--- config.mk ---
export PLATFORM = sky130hd
export DESIGN_NAME = pdua_control_unit
export DESIGN_NICKNAME = d
export VERILOG_FILES = /design/src/rtl/pdua_control_unit.sv
export SDC_FILE = /design/constraint.sdc
export NUM_CORES = 1
export LEC_CHECK = 0
export ABC_AREA = 1
export CORE_MARGIN = 2
export CORE_UTILIZATION = 37
export CTS_CLUSTER_SIZE = 12
export DETAILED_ROUTE_END_ITERATION = 6
export GPL_ROUTABILITY_DRIVEN = 0
export PLACE_DENSITY = 0.75
export SKIP_CTS_REPAIR_TIMING = 1
export SLEW_MARGIN = 40
export SYNTH_ARGS = -nofsm -noshare
export SYNTH_HDL_FRONTEND = slang
export SYNTH_SLANG_ARGS = --single-unit
--- constraint.sdc ---
create_clock -name clk -period 1.1 [get_ports clk]
set_input_delay 0.11 -clock clk [delete_from_list [all_inputs] [get_ports clk]]
set_output_delay 0.11 -clock clk [all_outputs]
set_load 0.005 [all_outputs]
--- src/rtl/pdua_control_unit.sv ---
// Hardwired multi-cycle control unit for the 8-bit PDUA datapath.
// A Moore FSM that sequences fetch, decode and execute and drives the
// complete datapath control word each cycle from the state and latched opcode.
module pdua_control_unit #(
  parameter int                    ADDR_WIDTH = 3,
  parameter logic [ADDR_WIDTH-1:0] PC_ADDR    = 3'b111,
  parameter logic [ADDR_WIDTH-1:0] ACC_ADDR   = 3'b110,
  parameter logic [ADDR_WIDTH-1:0] MDR_ADDR   = 3'b000,
  parameter logic [2:0]            SEL_PASS   = 3'b000,
  parameter logic [2:0]            SEL_INC    = 3'b001
) (
  input  logic                  clk,
  input  logic                  rst,
  input  logic [4:0]            opcode,
  input  logic                  C,
  input  logic                  N,
  input  logic                  P,
  input  logic                  Z,
  output logic                  wr_rdn,
  output logic                  enaf,
  output logic [2:0]            selop,
  output logic [1:0]            shamt,
  output logic                  bank_wr_en,
  output logic [ADDR_WIDTH-1:0] BusB_addr,
  output logic [ADDR_WIDTH-1:0] BusC_addr,
  output logic                  sclr,
  output logic                  ir_en,
  output logic                  mar_en,
  output logic                  mdr_en,
  output logic                  mdr_alu_n,
  output logic                  halted,
  output logic                  instr_done
);

  typedef enum logic [4:0] {
    ST_RST, ST_F0, ST_F1, ST_F2, ST_DEC,
    ST_E0,
    ST_M0, ST_M1, ST_M2, ST_L3, ST_L4, ST_S3, ST_S4,
    ST_J0, ST_J1, ST_J2,
    ST_N0, ST_HALT
  } state_t;

  state_t     r_state;
  state_t     w_next;
  // Only the low opcode bits matter after decode: ALU op, load/store, jump cond.
  logic [2:0] r_op;
  logic       w_taken;
  // The P flag plays no part in jump decode; kept as a port for the datapath.
  logic       w_unused_p;

  assign w_unused_p = P;

  // Jump condition from the latched opcode; flags are stable because enaf=0.
  always_comb begin
    case (r_op[1:0])
      2'b00:   w_taken = 1'b1;
      2'b01:   w_taken = Z;
      2'b10:   w_taken = N;
      default: w_taken = C;
    endcase
  end

  // State register and opcode latch; reset wins over any state.
  // NOTE: sequential state uses non-blocking assignments so every register
  // samples pre-edge values, independent of statement order.
  always_ff @(posedge clk) begin
    if (!rst) begin
      r_state <= ST_RST;
      r_op    <= '0;
    end else begin
      r_state <= w_next;
      if (r_state == ST_DEC) r_op <= opcode[2:0];
    end
  end

  // Next-state and control-word decode.
  // NOTE: every output and w_next gets a default first, so no path through
  // the case can leave a value unassigned and infer a latch.
  always_comb begin
    w_next     = r_state;
    wr_rdn     = 1'b0;
    enaf       = 1'b0;
    selop      = SEL_PASS;
    shamt      = 2'b00;
    bank_wr_en = 1'b0;
    BusB_addr  = '0;
    BusC_addr  = '0;
    sclr       = 1'b0;
    ir_en      = 1'b0;
    mar_en     = 1'b0;
    mdr_en     = 1'b0;
    mdr_alu_n  = 1'b0;
    halted     = 1'b0;
    instr_done = 1'b0;

    case (r_state)
      ST_RST: begin
        sclr   = 1'b1;
        w_next = ST_F0;
      end
      // PC -> MAR: instruction or operand address.
      ST_F0, ST_M0, ST_J0: begin
        BusB_addr = PC_ADDR;
        mar_en    = 1'b1;
        w_next    = (r_state == ST_F0) ? ST_F1 :
                    (r_state == ST_M0) ? ST_M1 : ST_J1;
      end
      // Memory read into MDR while PC advances.
      ST_F1, ST_M1, ST_J1: begin
        mdr_en     = 1'b1;
        BusB_addr  = PC_ADDR;
        selop      = SEL_INC;
        BusC_addr  = PC_ADDR;
        bank_wr_en = 1'b1;
        w_next     = (r_state == ST_F1) ? ST_F2 :
                     (r_state == ST_M1) ? ST_M2 : ST_J2;
      end
      ST_F2: begin
        ir_en  = 1'b1;
        w_next = ST_DEC;
      end
      ST_DEC: begin
        case (opcode[4:3])
          2'b00:   w_next = ST_E0;
          2'b01:   w_next = ST_M0;
          2'b10:   w_next = ST_J0;
          default: w_next = (opcode == 5'b11111) ? ST_HALT : ST_N0;
        endcase
      end
      ST_E0: begin
        BusB_addr  = ACC_ADDR;
        selop      = r_op;
        shamt      = 2'b01;
        BusC_addr  = ACC_ADDR;
        bank_wr_en = 1'b1;
        enaf       = 1'b1;
        instr_done = 1'b1;
        w_next     = ST_F0;
      end
      // Operand address (now in MDR) -> MAR.
      ST_M2: begin
        BusB_addr = MDR_ADDR;
        mar_en    = 1'b1;
        w_next    = r_op[2] ? ST_S3 : ST_L3;
      end
      ST_L3: begin
        mdr_en = 1'b1;
        w_next = ST_L4;
      end
      ST_L4: begin
        BusB_addr  = MDR_ADDR;
        BusC_addr  = ACC_ADDR;
        bank_wr_en = 1'b1;
        enaf       = 1'b1;
        instr_done = 1'b1;
        w_next     = ST_F0;
      end
      ST_S3: begin
        BusB_addr = ACC_ADDR;
        mdr_en    = 1'b1;
        mdr_alu_n = 1'b1;
        w_next    = ST_S4;
      end
      ST_S4: begin
        wr_rdn     = 1'b1;
        instr_done = 1'b1;
        w_next     = ST_F0;
      end
      // Target address (in MDR) -> PC only when the condition holds.
      ST_J2: begin
        BusB_addr  = MDR_ADDR;
        BusC_addr  = PC_ADDR;
        bank_wr_en = w_taken;
        instr_done = 1'b1;
        w_next     = ST_F0;
      end
      ST_N0: begin
        instr_done = 1'b1;
        w_next     = ST_F0;
      end
      ST_HALT: begin
        halted = 1'b1;
      end
      default: w_next = ST_RST;
    endcase
  end

endmodule
-- Word-level counts from Yosys, hierarchy flattened
Index checks and enable logic that the tools add are counted.
- RAM bits: 0
- flip-flop bits (word level): 8
- memories: 0
- output and inout bits: 21
- memory bits (read-only): 0
- logic and storage cells: 61
- bits in latches: 0
- bits of input ports: 11
- reduce and logical (&&, ||, !) cells: 14
- shift operators: 0
- multiplexer cells: 23
- add/sub/neg operators: 0
- bitwise logic cells: 0
- eq/ne operators: 22
- order comparisons: 0
- multipliers: 0
- div/mod/pow operators: 0
- operators with widths (kind ; number):
    5-bit case mux with 9 select lines ; 1
    5-bit by 4-bit == test with 1-bit output, second input constant ; 8
    5-bit by 3-bit == test with 1-bit output, second input constant ; 4
    3-bit case mux with 2 select lines ; 3
    5-bit == test, second input constant ; 3
    5-bit case mux with 3 select lines ; 1
    5-bit OR reduction ; 3
    4-bit 2-to-1 mux ; 3
    6-bit OR reduction ; 2
    1-bit 2-to-1 mux ; 11
    5-bit by 2-bit == test with 1-bit output, second input constant ; 2
    4-bit OR reduction ; 2
    3-bit OR reduction ; 2
    5-bit by 1-bit == test with 1-bit output, second input constant ; 1
    5-bit zero test ; 1
    2-bit by 1-bit == test with 1-bit output, second input constant ; 2
    2-bit == test, second input constant ; 2
    2-bit zero test ; 2
    2-bit OR reduction ; 2
    3-bit 2-to-1 mux ; 1
    1-bit case mux with 3 select lines ; 1
    2-bit 2-to-1 mux ; 1
    1-bit case mux with 2 select lines ; 1

-- Longest topological paths before layout
Gate-level depths: netlist of run 1.
- depth after elaboration: 4
- gate-level depth with buffers: 9
- depth with buffers taken out: 9

-- Worst setup path after synthesis of run 1
Ideal clock, no wire load.
- kind: register to output
- from: register r_state[0]
- to: output port BusC_addr[2]
- arrival time: 1148 ps
- buffers on the path: 1
- required time: 990 ps
- stages on the path, launching flop included: 8
- slack: -158 ps
- path through: dfxtp_1 > inv_2 > nor2_4 > nand3_4 > nand2_1 > nor2_1 > nand2_1 > buf_4
- cells in the longest elaborated chain, start to end: 3
- elaborated cells between the ends (all ways): 9
- classes of those cells: 6 x eq/ne; 1 x mux; 2 x reduce/logical
- RTL lines (element ; RTL line ; source):
    start, declared ; 43 ; state_t r_state;
    start signal, assigned ; 71 ; r_state <= w_next;
    5-bit by 2-bit == test with 1-bit output (tied with other cells) ; 96 ; case (r_state)
    4-bit OR reduction (no line) or 2-bit OR reduction (tied branches) ; -- ;
    3-bit case mux with 2 select lines * ; 96 ;
    end, declared ; 25 ; output logic [ADDR_WIDTH-1:0] BusC_addr,
Mark *: on every way between the ends. The rest lies on a longest branch, timed or not.

-- Final worst setup path of run 1
- from: register r_state[3]
- to: register r_state[3]
- cells in the longest elaborated chain, start to end: 4
- elaborated cells between the ends (all ways): 25
- classes of those cells: 17 x eq/ne; 4 x mux; 4 x reduce/logical
- RTL lines (element ; RTL line ; source):
    5-bit by 3-bit == test with 1-bit output ; 96, 106 ;
    4-bit 2-to-1 mux ; 106 ; (r_state == ST_M0) ? ST_M1 : ST_J1;
    4-bit 2-to-1 mux ; 105 ; w_next = (r_state == ST_F0) ? ST_F1 :
    5-bit case mux with 9 select lines ; 96 ;
Parallel ways exist; a longest one is shown, timed or not.
A chain may end at the register's enable or synchronous reset.

==> impl_metrics.ini, run 1 <==
[outcome]
status = complete, but fails checks
violations = setup timing

[yosys]
yosys_warnings = 0
ys_ff_latch = 8
synth_seq_area_share_pct = 22.0
synth_nets = 135
netlist-cell-type-count = 24
postSynthCellCount = 124
avgSynthCellArea_um2 = 5.88
netlist_area_um2 = 729

[sta]
finClkSkew_ps = 7.48
period_share_pct = 145
fin_setup_tns_ps = -10970
hold_violations = 0
setup_slack_ps = -500
fmax_mhz = 625
slew_violations = 0
rsz0062_at_grt = true
finalCriticalPeriod_ps = 1600
setup_viol = 28
timing.hold.ws_ps = 506

[final_layout]
layoutNonFillerInstCount = 236
nFillCells = 77
final-seq-area_um2 = 179
syn2layout_area_growth_pct = 135
multi_input_area_um2 = 687
final_area_um2 = 1710
final_common_cell = buf_4
drive_above_1_share_pct = 64.6
num_antenna_cells = 0
fin_nets = 221
layout_common_cells = buf_4 (45), nor2_1 (15), nand2_1 (12), buf_6 (12)

[placement]
hpwl_mm = 1.93
placed_cells = 211
place_ws_ps = -509
portBuffers = 29
placed_area_um2 = 1330

[die]
die_w_um = 48.4
io_pins = 32
start_util_pct = 38.4
dieArea_um2 = 2340
die_h_um = 48.4
std_cell_rows = 16
core_um2 = 1900

[worst_setup_path]
crit_type = reg -> reg
required_ps = 1290
crit_top_cell = nor2_1
r2r_setup_slack_ps = -500
crit_path_start_kind = flop
slowest_stage = dfxtp_4
cp_top_family = simple AND/OR/NAND/NOR gates
crit_chain = nand2_4 -> nor2_4 -> buf_6 -> nand2_4 -> nand3_4 -> inv_4 -> buf_4 -> buf_4 -> nor2_1 -> nor2_1 -> nor2_1
cp-end-kind = flop
arrival_ps = 1790
worst-path-buf-inv = 4
max_stage_delay_ps = 410
worstPathMaxFanout = 4

[global_route]
grt_pass1_wl_mm = 4.13
grt.overflow.total = 0
grt_antenna_before_repair = 0
grt_util_all_layers_pct = 21.7
grt_max_degree = 9
grt_pass1_vias = 992

[cts]
cts.sinks = 8
htree_levels = 1
insertion_delay_ps = 260
clk_path_buf_depth = 2
path_clk_slew_ps = 70
cts_tree = built
numCtsBuffers = 3
cts_root_buffer = clkbuf_4

[routing]
ant_nets = 0
wirelength_mm = 3.62
firstDrtPassIters = 4
vias = 1194
routed_via_density = 5.06
drt_iter0_drc = 36
drc_errors = 0
wl_per_cell_um = 15.3

[pwr]
ir_drop_mv = 1.79
powerDensity_nw_per_um2 = 2470
leakagePower_nw = 0.997

[min_path]
holdCritPathClass = in -> reg

[flow_run]
drv_cap = 0
==> state kept, by name, indices dropped and copies added, names as in the netlist <==
signal   cells
r_state      5
r_op         3
==> layout make-up <==
cell class,count,area share (%)
multi-input cells,91,40.1
repair buffers,84,39.9
flip-flops and latches,8,10.5
inverters,22,5.99
well taps,27,1.97
clock buffers,4,1.54
==> power by group <==
group          total [mW]  internal [mW]  switching (mW)
sequential          0.613          0.426           0.187
combinational        3.35           1.67            1.68
clock               0.259          0.140           0.119
total                4.23           2.24            1.99
==> final timing paths <==
kind,cells past startpoint,endpoint,from
worst max-delay path,11,r_state[3],r_state[3]
worst min-delay path,3,r_op[2],opcode[2]
worst max register to register,11,r_state[3],r_state[3]
worst min register to register,3,r_op[2],r_op[2]
==> worst register-to-register path: stages, from the launching register on <==
cell     delay (ps)
dfxtp_4         410
nand2_4          60
nor2_4          160
buf_6           140
nand2_4          50
nand3_4         120
inv_4            60
buf_4           130
buf_4           120
nor2_1          110
nor2_1           60
nor2_1          100
==> cells in the mapped netlist <==
library cell / number / area [um2]
inv_1: 12 / 45.0
nand2_1: 28 / 105
nand2_2: 2 / 12.5
dfxtp_1: 8 / 160
o21ai_1: 2 / 10.0
a31oi_1: 1 / 6.26
nand3_4: 1 / 17.5
clkinv_1: 1 / 3.75
nor2_4: 3 / 33.8
o21ai_0: 6 / 30.0
nand3_2: 3 / 30.0
nor2_2: 4 / 25.0
buf_4: 3 / 22.5
a21oi_1: 4 / 20.0
inv_2: 9 / 33.8
nor3_2: 1 / 10.0
conb_1: 1 / 3.75
nand4_1: 1 / 6.26
o31ai_1: 1 / 7.51
nor3_1: 1 / 5.00
nand3_1: 10 / 50.1
a41oi_1: 1 / 8.76
nor2_1: 20 / 75.1
o211ai_1: 1 / 7.51
==> per-stage QoR <==
step / utilization, % / power (mW)
floorplan: - / 1.75
global placement: 69.9 / 3.03
detailed placement: 69.9 / 3.09
global route: 90.0 / 4.46
finish: 90.0 / 4.23
CTS: 71.3 / 3.35
==> logic make-up after synthesis <==
group / Yosys count / synth area share, %
AOI/OAI and AO/OA: 16 / 12.4
buffers and inverters: 25 / 14.4
DFF: 8 / 22.0
other: 1 / 0.514
and+or+nand+nor: 74 / 50.8
==> per-layer routing <==
layer / share of wire, % / GRT usage, % / vias to the layer above
met5: 0 / 0 / -
met4: 0.91 / 7.14 / 0
met3: 4.7 / 3.09 / 6
met2: 52 / 40.3 / 47
met1: 43 / 25.5 / 580
li1: - / - / 561
(Power assumes the default switching activity.)
==> run 2: changes to the inputs <==
- CTS_CLUSTER_DIAMETER: default -> 100
==> results of run 2 <==
The final DEF is identical to that of run 1; final timing and power are the same.
